`src/rtl/ir_camera_init_seq.sv`:
```
// Power-up command sequencer for the IR camera I2C master: waits, then issues six
// two-byte register writes with a gap after each, reporting completion or a stalled master.
module ir_camera_init_seq #(
    parameter logic [6:0] DEV_ADDR       = 7'h58,
    parameter int         POWERUP_CYCLES = 1000,
    parameter int         GAP_CYCLES     = 500,
    parameter int         BUSY_TIMEOUT   = 8
) (
    input  logic        clk,
    input  logic        reset,
    input  logic        restart,
    input  logic        i2c_ready,
    output logic [6:0]  i2c_addr,
    output logic [95:0] i2c_data,
    output logic [4:0]  i2c_packets,
    output logic        i2c_rw,
    output logic        i2c_start,
    output logic [2:0]  cmd_index,
    output logic        init_done,
    output logic        init_error
);

    typedef enum logic [2:0] {
        POWERUP    = 3'd0,
        WAIT_READY = 3'd1,
        WAIT_BUSY  = 3'd2,
        WAIT_DONE  = 3'd3,
        GAP        = 3'd4,
        DONE       = 3'd5,
        ERROR      = 3'd6
    } state_t;

    localparam logic [23:0] POWERUP_LOAD = 24'(POWERUP_CYCLES - 1);
    localparam logic [23:0] GAP_LOAD     = 24'(GAP_CYCLES - 1);
    localparam logic [7:0]  TMO_LAST     = 8'(BUSY_TIMEOUT - 1);
    localparam logic [2:0]  LAST_CMD     = 3'd5;

    // First byte on the wire is [15:8], second is [7:0].
    function automatic logic [15:0] rom(input logic [2:0] idx);
        case (idx)
            3'd0:    rom = 16'h3001;
            3'd1:    rom = 16'h3008;
            3'd2:    rom = 16'h0690;
            3'd3:    rom = 16'h08C0;
            3'd4:    rom = 16'h1A40;
            3'd5:    rom = 16'h3333;
            default: rom = 16'h0000;
        endcase
    endfunction

    state_t      state_reg, state_next;
    logic [23:0] cnt_reg, cnt_next;
    logic [7:0]  tmo_reg, tmo_next;
    logic [2:0]  cmd_reg, cmd_next;
    logic        start_reg, start_next;
    logic        done_reg, done_next;
    logic        error_reg, error_next;
    logic [15:0] data_reg, data_next;

    always_ff @(posedge clk) begin
        if (reset) begin
            state_reg <= POWERUP;
            cnt_reg   <= POWERUP_LOAD;
            tmo_reg   <= 8'd0;
            cmd_reg   <= 3'd0;
            start_reg <= 1'b0;
            done_reg  <= 1'b0;
            error_reg <= 1'b0;
            data_reg  <= rom(3'd0);
        end else begin
            state_reg <= state_next;
            cnt_reg   <= cnt_next;
            tmo_reg   <= tmo_next;
            cmd_reg   <= cmd_next;
            start_reg <= start_next;
            done_reg  <= done_next;
            error_reg <= error_next;
            data_reg  <= data_next;
        end
    end

    // The shared down-counter is reloaded on entry to POWERUP/GAP and the state
    // leaves on the cycle it reads zero, so each lasts exactly N cycles.
    always_comb begin
        state_next = state_reg;
        cnt_next   = cnt_reg;
        tmo_next   = tmo_reg;
        cmd_next   = cmd_reg;
        case (state_reg)
            POWERUP: begin
                if (cnt_reg == 24'd0) state_next = WAIT_READY;
                else                  cnt_next   = cnt_reg - 24'd1;
            end
            WAIT_READY: begin
                if (i2c_ready) begin
                    state_next = WAIT_BUSY;
                    tmo_next   = 8'd0;
                end
            end
            WAIT_BUSY: begin
                if (!i2c_ready)                state_next = WAIT_DONE;
                else if (tmo_reg == TMO_LAST)  state_next = ERROR;
                else                           tmo_next   = tmo_reg + 8'd1;
            end
            WAIT_DONE: begin
                if (i2c_ready) begin
                    state_next = GAP;
                    cnt_next   = GAP_LOAD;
                end
            end
            GAP: begin
                if (cnt_reg == 24'd0) begin
                    if (cmd_reg == LAST_CMD) begin
                        state_next = DONE;
                    end else begin
                        cmd_next   = cmd_reg + 3'd1;
                        state_next = WAIT_READY;
                    end
                end else begin
                    cnt_next = cnt_reg - 24'd1;
                end
            end
            DONE, ERROR: begin
                if (restart) begin
                    cmd_next   = 3'd0;
                    state_next = POWERUP;
                    cnt_next   = POWERUP_LOAD;
                end
            end
            default: state_next = POWERUP;
        endcase
    end

    // Outputs are decoded from the next state so every port comes straight off a flop.
    always_comb begin
        start_next = (state_reg == WAIT_READY) && i2c_ready;
        done_next  = (state_next == DONE);
        error_next = (state_next == ERROR);
        data_next  = rom(cmd_next);
    end

    assign i2c_addr    = DEV_ADDR;
    assign i2c_packets = 5'd2;
    assign i2c_rw      = 1'b0;
    assign i2c_data    = {80'd0, data_reg};
    assign i2c_start   = start_reg;
    assign cmd_index   = cmd_reg;
    assign init_done   = done_reg;
    assign init_error  = error_reg;

endmodule

```
`config.mk`:
```
export PLATFORM = sky130hd
export DESIGN_NAME = ir_camera_init_seq
export DESIGN_NICKNAME = d
export VERILOG_FILES = /design/src/rtl/ir_camera_init_seq.sv
export SDC_FILE = /design/constraint.sdc
export NUM_CORES = 1
export LEC_CHECK = 0
export ABC_AREA = 1
export CAP_MARGIN = 40
export CELL_PAD_IN_SITES_DETAIL_PLACEMENT = 1
export CELL_PAD_IN_SITES_GLOBAL_PLACEMENT = 2
export CORE_ASPECT_RATIO = 1.2
export CORE_MARGIN = 3
export CORE_UTILIZATION = 35
export CTS_BUF_LIST = sky130_fd_sc_hd__clkbuf_4 sky130_fd_sc_hd__clkbuf_8
export DETAILED_ROUTE_END_ITERATION = 16
export DONT_BUFFER_PORTS = 1
export PLACE_DENSITY_LB_ADDON = 0.1
export SYNTH_ARGS = -nofsm -noshare
export SYNTH_HDL_FRONTEND = slang
export SYNTH_SLANG_ARGS = --single-unit
```
`constraint.sdc`:
```
create_clock -name clk -period 2 [get_ports clk]
set_input_delay 0.3 -clock clk [delete_from_list [all_inputs] [get_ports clk]]
set_output_delay 0.3 -clock clk [all_outputs]
set_load 0.02 [all_outputs]
```
==> impl_summary.log <==
[metrics] share of layout cells above drive strength 1: 15.4%
[metrics] Final GP Congestion: 0.811
[metrics] switching part of the total: 30.5%
[metrics] die height: 117 um
[metrics] type of the worst setup path: reg2reg
[metrics] final layout net count: 559
[metrics] dominant synthesized flop cell: sky130_fd_sc_hd__dfxtp_1
[metrics] xor and xnor fraction of the mapped netlist area: 1.70%
[metrics] number of antenna violations at the first check in global routing: 0
[metrics] power share of the clock group: 33.6%
[metrics] total CTS buffers: 5
[metrics] number of cells produced by synthesis: 516
[metrics] f_max: 557 MHz
[metrics] final worst-path cycle share: 89.8%
[metrics] final standard cell utilization of the core: 38.1%
[metrics] cell type contributing the most total cell area after synthesis: sky130_fd_sc_hd__dfxtp_1
[metrics] Max transition margin: 62.2%
[metrics] GRT busiest layer: met2
[metrics] die area: 0.0115 mm2
[metrics] post-layout min period: 1800 ps
[metrics] buffers from clock root to sink, at most: 2
[metrics] Comb pwr share: 11.4%
[metrics] met3 layer usage reported by global route: 2.43%
[metrics] setup violation total in the final timing report: 0
[metrics] Clk pin slew, worst setup/hold paths: 100 ps
[metrics] hold path start: reset
[metrics] Required @ worst endpoint: 2210 ps
[metrics] maximum resistive drop on vdd: 0.265 mV
[metrics] share of Yosys cell area claimed by the top area cell type: 28.4%
[metrics] H-Tree Depth: 2
[metrics] wire length of the first global-routing pass: 14800 um
[metrics] worst-margin pin slew: 567 ps
[metrics] CTS tree: yes
[metrics] distinct cell type count of the synthesized netlist: 40
[metrics] hold buffer count at CTS: 0
[metrics] placeable core region: 0.00976 mm2
[metrics] sw power: 0.568 mW
[metrics] final slew viol count: 0
[metrics] largest driver fanout on the critical path: 7
[metrics] setup repair after global routing missed its margin: no
[metrics] via count of the first global-routing pass: 3130
[metrics] Worst setup SP type: flop
[metrics] Post-Synth Adder-Cell Area: 1.74%
[metrics] diode count: 0
[metrics] FFs w/ async S/R, synth: 0%
[metrics] largest family of logic cells by synthesized area: simple AND/OR/NAND/NOR gates
[metrics] Post-Synth Simple-Gate Area: 32.7%
[metrics] GR met2 Demand/Resource: 30.5%
[metrics] placed cell count: 658
[metrics] arrival time of the worst setup path: 2000 ps
[metrics] insertion delay to the later sink of the worst-skew pair: 320 ps
[metrics] sequential power share: 55.0%
[metrics] internal cell power: 1.30 mW
[metrics] Rows: 39
[metrics] number of fill cells: 1330
[metrics] netlist area before placement: 0.00360 mm2
[metrics] leakage power figure: 1.77 nW
[metrics] Post-DRT Antenna Nets: 0
[metrics] end of the worst hold path: tmo_reg[7]
[metrics] count of buffers from port buffering: 0
[metrics] largest net degree at the start of global routing: 23
[metrics] Syn Area/Cell: 6.97 um2
[metrics] Critical Path End Type: flop
[metrics] horizontal die dimension: 98.5 um
[metrics] Top Ports: 119
[metrics] Yosys reg bits: 51
[metrics] number of hold violations in the final report: 0
[metrics] worst setup slack for register-to-register paths: 200 ps
[metrics] multiplexer share of the synthesized area: 0%
[metrics] Pwr per Cell Area: 501 mW/mm2
[metrics] most used standard cells in the synthesized netlist: 99 x sky130_fd_sc_hd__buf_4, 93 x sky130_fd_sc_hd__nand2_1, 73 x sky130_fd_sc_hd__nor2_1, 51 x sky130_fd_sc_hd__dfxtp_1, 40 x sky130_fd_sc_hd__inv_1
[metrics] post-detailed-route via-to-cell ratio: 4.52
[metrics] number of synthesis warnings: 0
[metrics] filler-free cell count of the finished design: 674
[metrics] status: complete, no violations
[metrics] number of enable flip-flop cells after synthesis: 0
[metrics] total vias in the final route: 3044
[metrics] root cell of the clock tree: sky130_fd_sc_hd__clkbuf_8
[metrics] detailed-router iteration count before antenna repair: 5
[metrics] endpoint of the lowest-slack register-to-register path: cnt_reg[13]
[metrics] starting density of the core: 36.8%
[metrics] number of max-capacitance violations reported: 0
[metrics] Global Route Usage Sum: 16.0%
[metrics] Synth Area in Compound Gates: 8.39%
[metrics] mean routed wirelength per cell: 13.9 um
[metrics] R2R cell count: 10
[metrics] Clock Sink Count: 51
[metrics] aggregate negative setup slack: 0 ps
[metrics] DRT Wirelength: 9360 um
[metrics] met1 track demand over resource: 17.9%
[metrics] cell types with the largest area share after synthesis: sky130_fd_sc_hd__dfxtp_1 28%, sky130_fd_sc_hd__buf_4 21%, sky130_fd_sc_hd__nand2_1 9.7%
[metrics] Fin Clk Skew: 4.21 ps
[metrics] Detail Placement HPWL: 7420 um
[metrics] worst min-delay path category: in2reg
[metrics] Area growth, synth to finish: 3.41%
[metrics] Congestion Overflow GR: 0
[metrics] r2r startpoint: cnt_reg[2]
[metrics] share of synthesized area occupied by flip-flops and latches: 28.4%
[metrics] DRC marker count from the first detailed-route iteration: 73
[metrics] most used standard cell by instance count after synthesis: sky130_fd_sc_hd__buf_4
[metrics] cell count of the worst hold path: 1
[metrics] number of flip-flops under the largest register name: 24
[metrics] DRC violations left: 0
## what timing repair did
action	in CTS	in global routing
setup buffers	0	7
resized for setup	0	7
hold endpoints to repair	0	0
endpoints found under the setup margin	0	38
## final cells by class
cell class | instances | area (um2) | area share [%]
multi-input cells | 409 | 1990 | 53.4
inverters | 46 | 178 | 4.78
repair buffers | 37 | 290 | 7.81
well taps | 123 | 154 | 4.14
clock inverters | 2 | 12.5 | 0.336
clock buffers | 6 | 76.3 | 2.05
flip-flops and latches | 51 | 1020 | 27.5
## cell usage in the layout, fill, tap and decap left out, types with 2 or more instances in the layout
| cell | n |
|---|---|
| sky130_fd_sc_hd__a21o_1 | 2 |
| sky130_fd_sc_hd__a21oi_1 | 20 |
| sky130_fd_sc_hd__a21oi_2 | 2 |
| sky130_fd_sc_hd__buf_4 | 36 |
| sky130_fd_sc_hd__clkbuf_8 | 5 |
| sky130_fd_sc_hd__conb_1 | 96 |
| sky130_fd_sc_hd__dfxtp_1 | 51 |
| sky130_fd_sc_hd__ha_1 | 4 |
| sky130_fd_sc_hd__inv_1 | 39 |
| sky130_fd_sc_hd__inv_2 | 6 |
| sky130_fd_sc_hd__nand2_1 | 93 |
| sky130_fd_sc_hd__nand2_2 | 6 |
| sky130_fd_sc_hd__nand2_4 | 3 |
| sky130_fd_sc_hd__nand3_1 | 26 |
| sky130_fd_sc_hd__nand3b_1 | 2 |
| sky130_fd_sc_hd__nand4_1 | 22 |
| sky130_fd_sc_hd__nor2_1 | 70 |
| sky130_fd_sc_hd__nor2_2 | 7 |
| sky130_fd_sc_hd__nor2_4 | 10 |
| sky130_fd_sc_hd__nor3_1 | 7 |
| sky130_fd_sc_hd__nor4_1 | 2 |
| sky130_fd_sc_hd__o211ai_1 | 2 |
| sky130_fd_sc_hd__o21ai_0 | 13 |
| sky130_fd_sc_hd__o21bai_1 | 4 |
| sky130_fd_sc_hd__xnor2_1 | 3 |
| sky130_fd_sc_hd__xor2_1 | 4 |
## critical path, cell delays in order, from the launching register on
cell and delay (ps):
sky130_fd_sc_hd__dfxtp_1 350, sky130_fd_sc_hd__nor2_1 250, sky130_fd_sc_hd__nand2_1 150, sky130_fd_sc_hd__nor2_1 130, sky130_fd_sc_hd__nand4_1 100, sky130_fd_sc_hd__buf_4 170
sky130_fd_sc_hd__nand2_4 160, sky130_fd_sc_hd__buf_4 140, sky130_fd_sc_hd__nor3_1 30, sky130_fd_sc_hd__o21ai_0 140, sky130_fd_sc_hd__nor2_1 50
## power by group through the flow
stage               combinational, mW  sequential [mW]  clock, mW
floorplan                       0.340             1.05          0
global placement                0.205             1.05          0
detailed placement              0.205             1.05          0
CTS                             0.206             1.02      0.649
global route                    0.232             1.03      0.700
finish                          0.212             1.03      0.627
## how the worst max path moves through the flow
| stage | to | from | slack [ps] | cells past startpoint |
|---|---|---|---|---|
| 2_1_floorplan | data_reg[4] | cmd_index[1] | 350 | 11 |
| 3_3_place_gp | data_reg[0] | cnt_reg[0] | 120 | 12 |
| 3_5_place_dp | data_reg[0] | cnt_reg[0] | 70 | 12 |
| 4_1_cts | data_reg[0] | cnt_reg[0] | 50 | 12 |
| 5_1_grt | data_reg[4] | cnt_reg[15] | 9 | 11 |
| 6_report | cnt_reg[13] | cnt_reg[2] | 200 | 10 |
## metrics by stage
step	hold slack (ps)	setup slack [ps]	power (mW)	area, um2
floorplan	430	350	1.39	3950
global placement	370	122	1.25	3540
detailed placement	369	68.5	1.25	3540
CTS	24.2	45.2	1.88	3630
global route	11.3	9.03	1.96	3720
finish	39.5	205	1.86	3720
## metal layers
metal	part of all wire (%)	vias to the layer above	wire length, um
met4	1.9	0	174
met5	0	-	0
met1	41	1444	3880
met3	3.4	9	316
li1	-	1535	-
met2	53	56	4990
## cell families (layout without fill, tap and decap cells)
group | Yosys count | in the layout
buf+inv | 151 | 91
simple gates | 250 | 251
compound gates | 50 | 50
other cells | 2 | 96
flops | 51 | 51
fa+ha+maj | 5 | 5
xor+xnor | 7 | 7
Power figures use the tool's default switching activity.
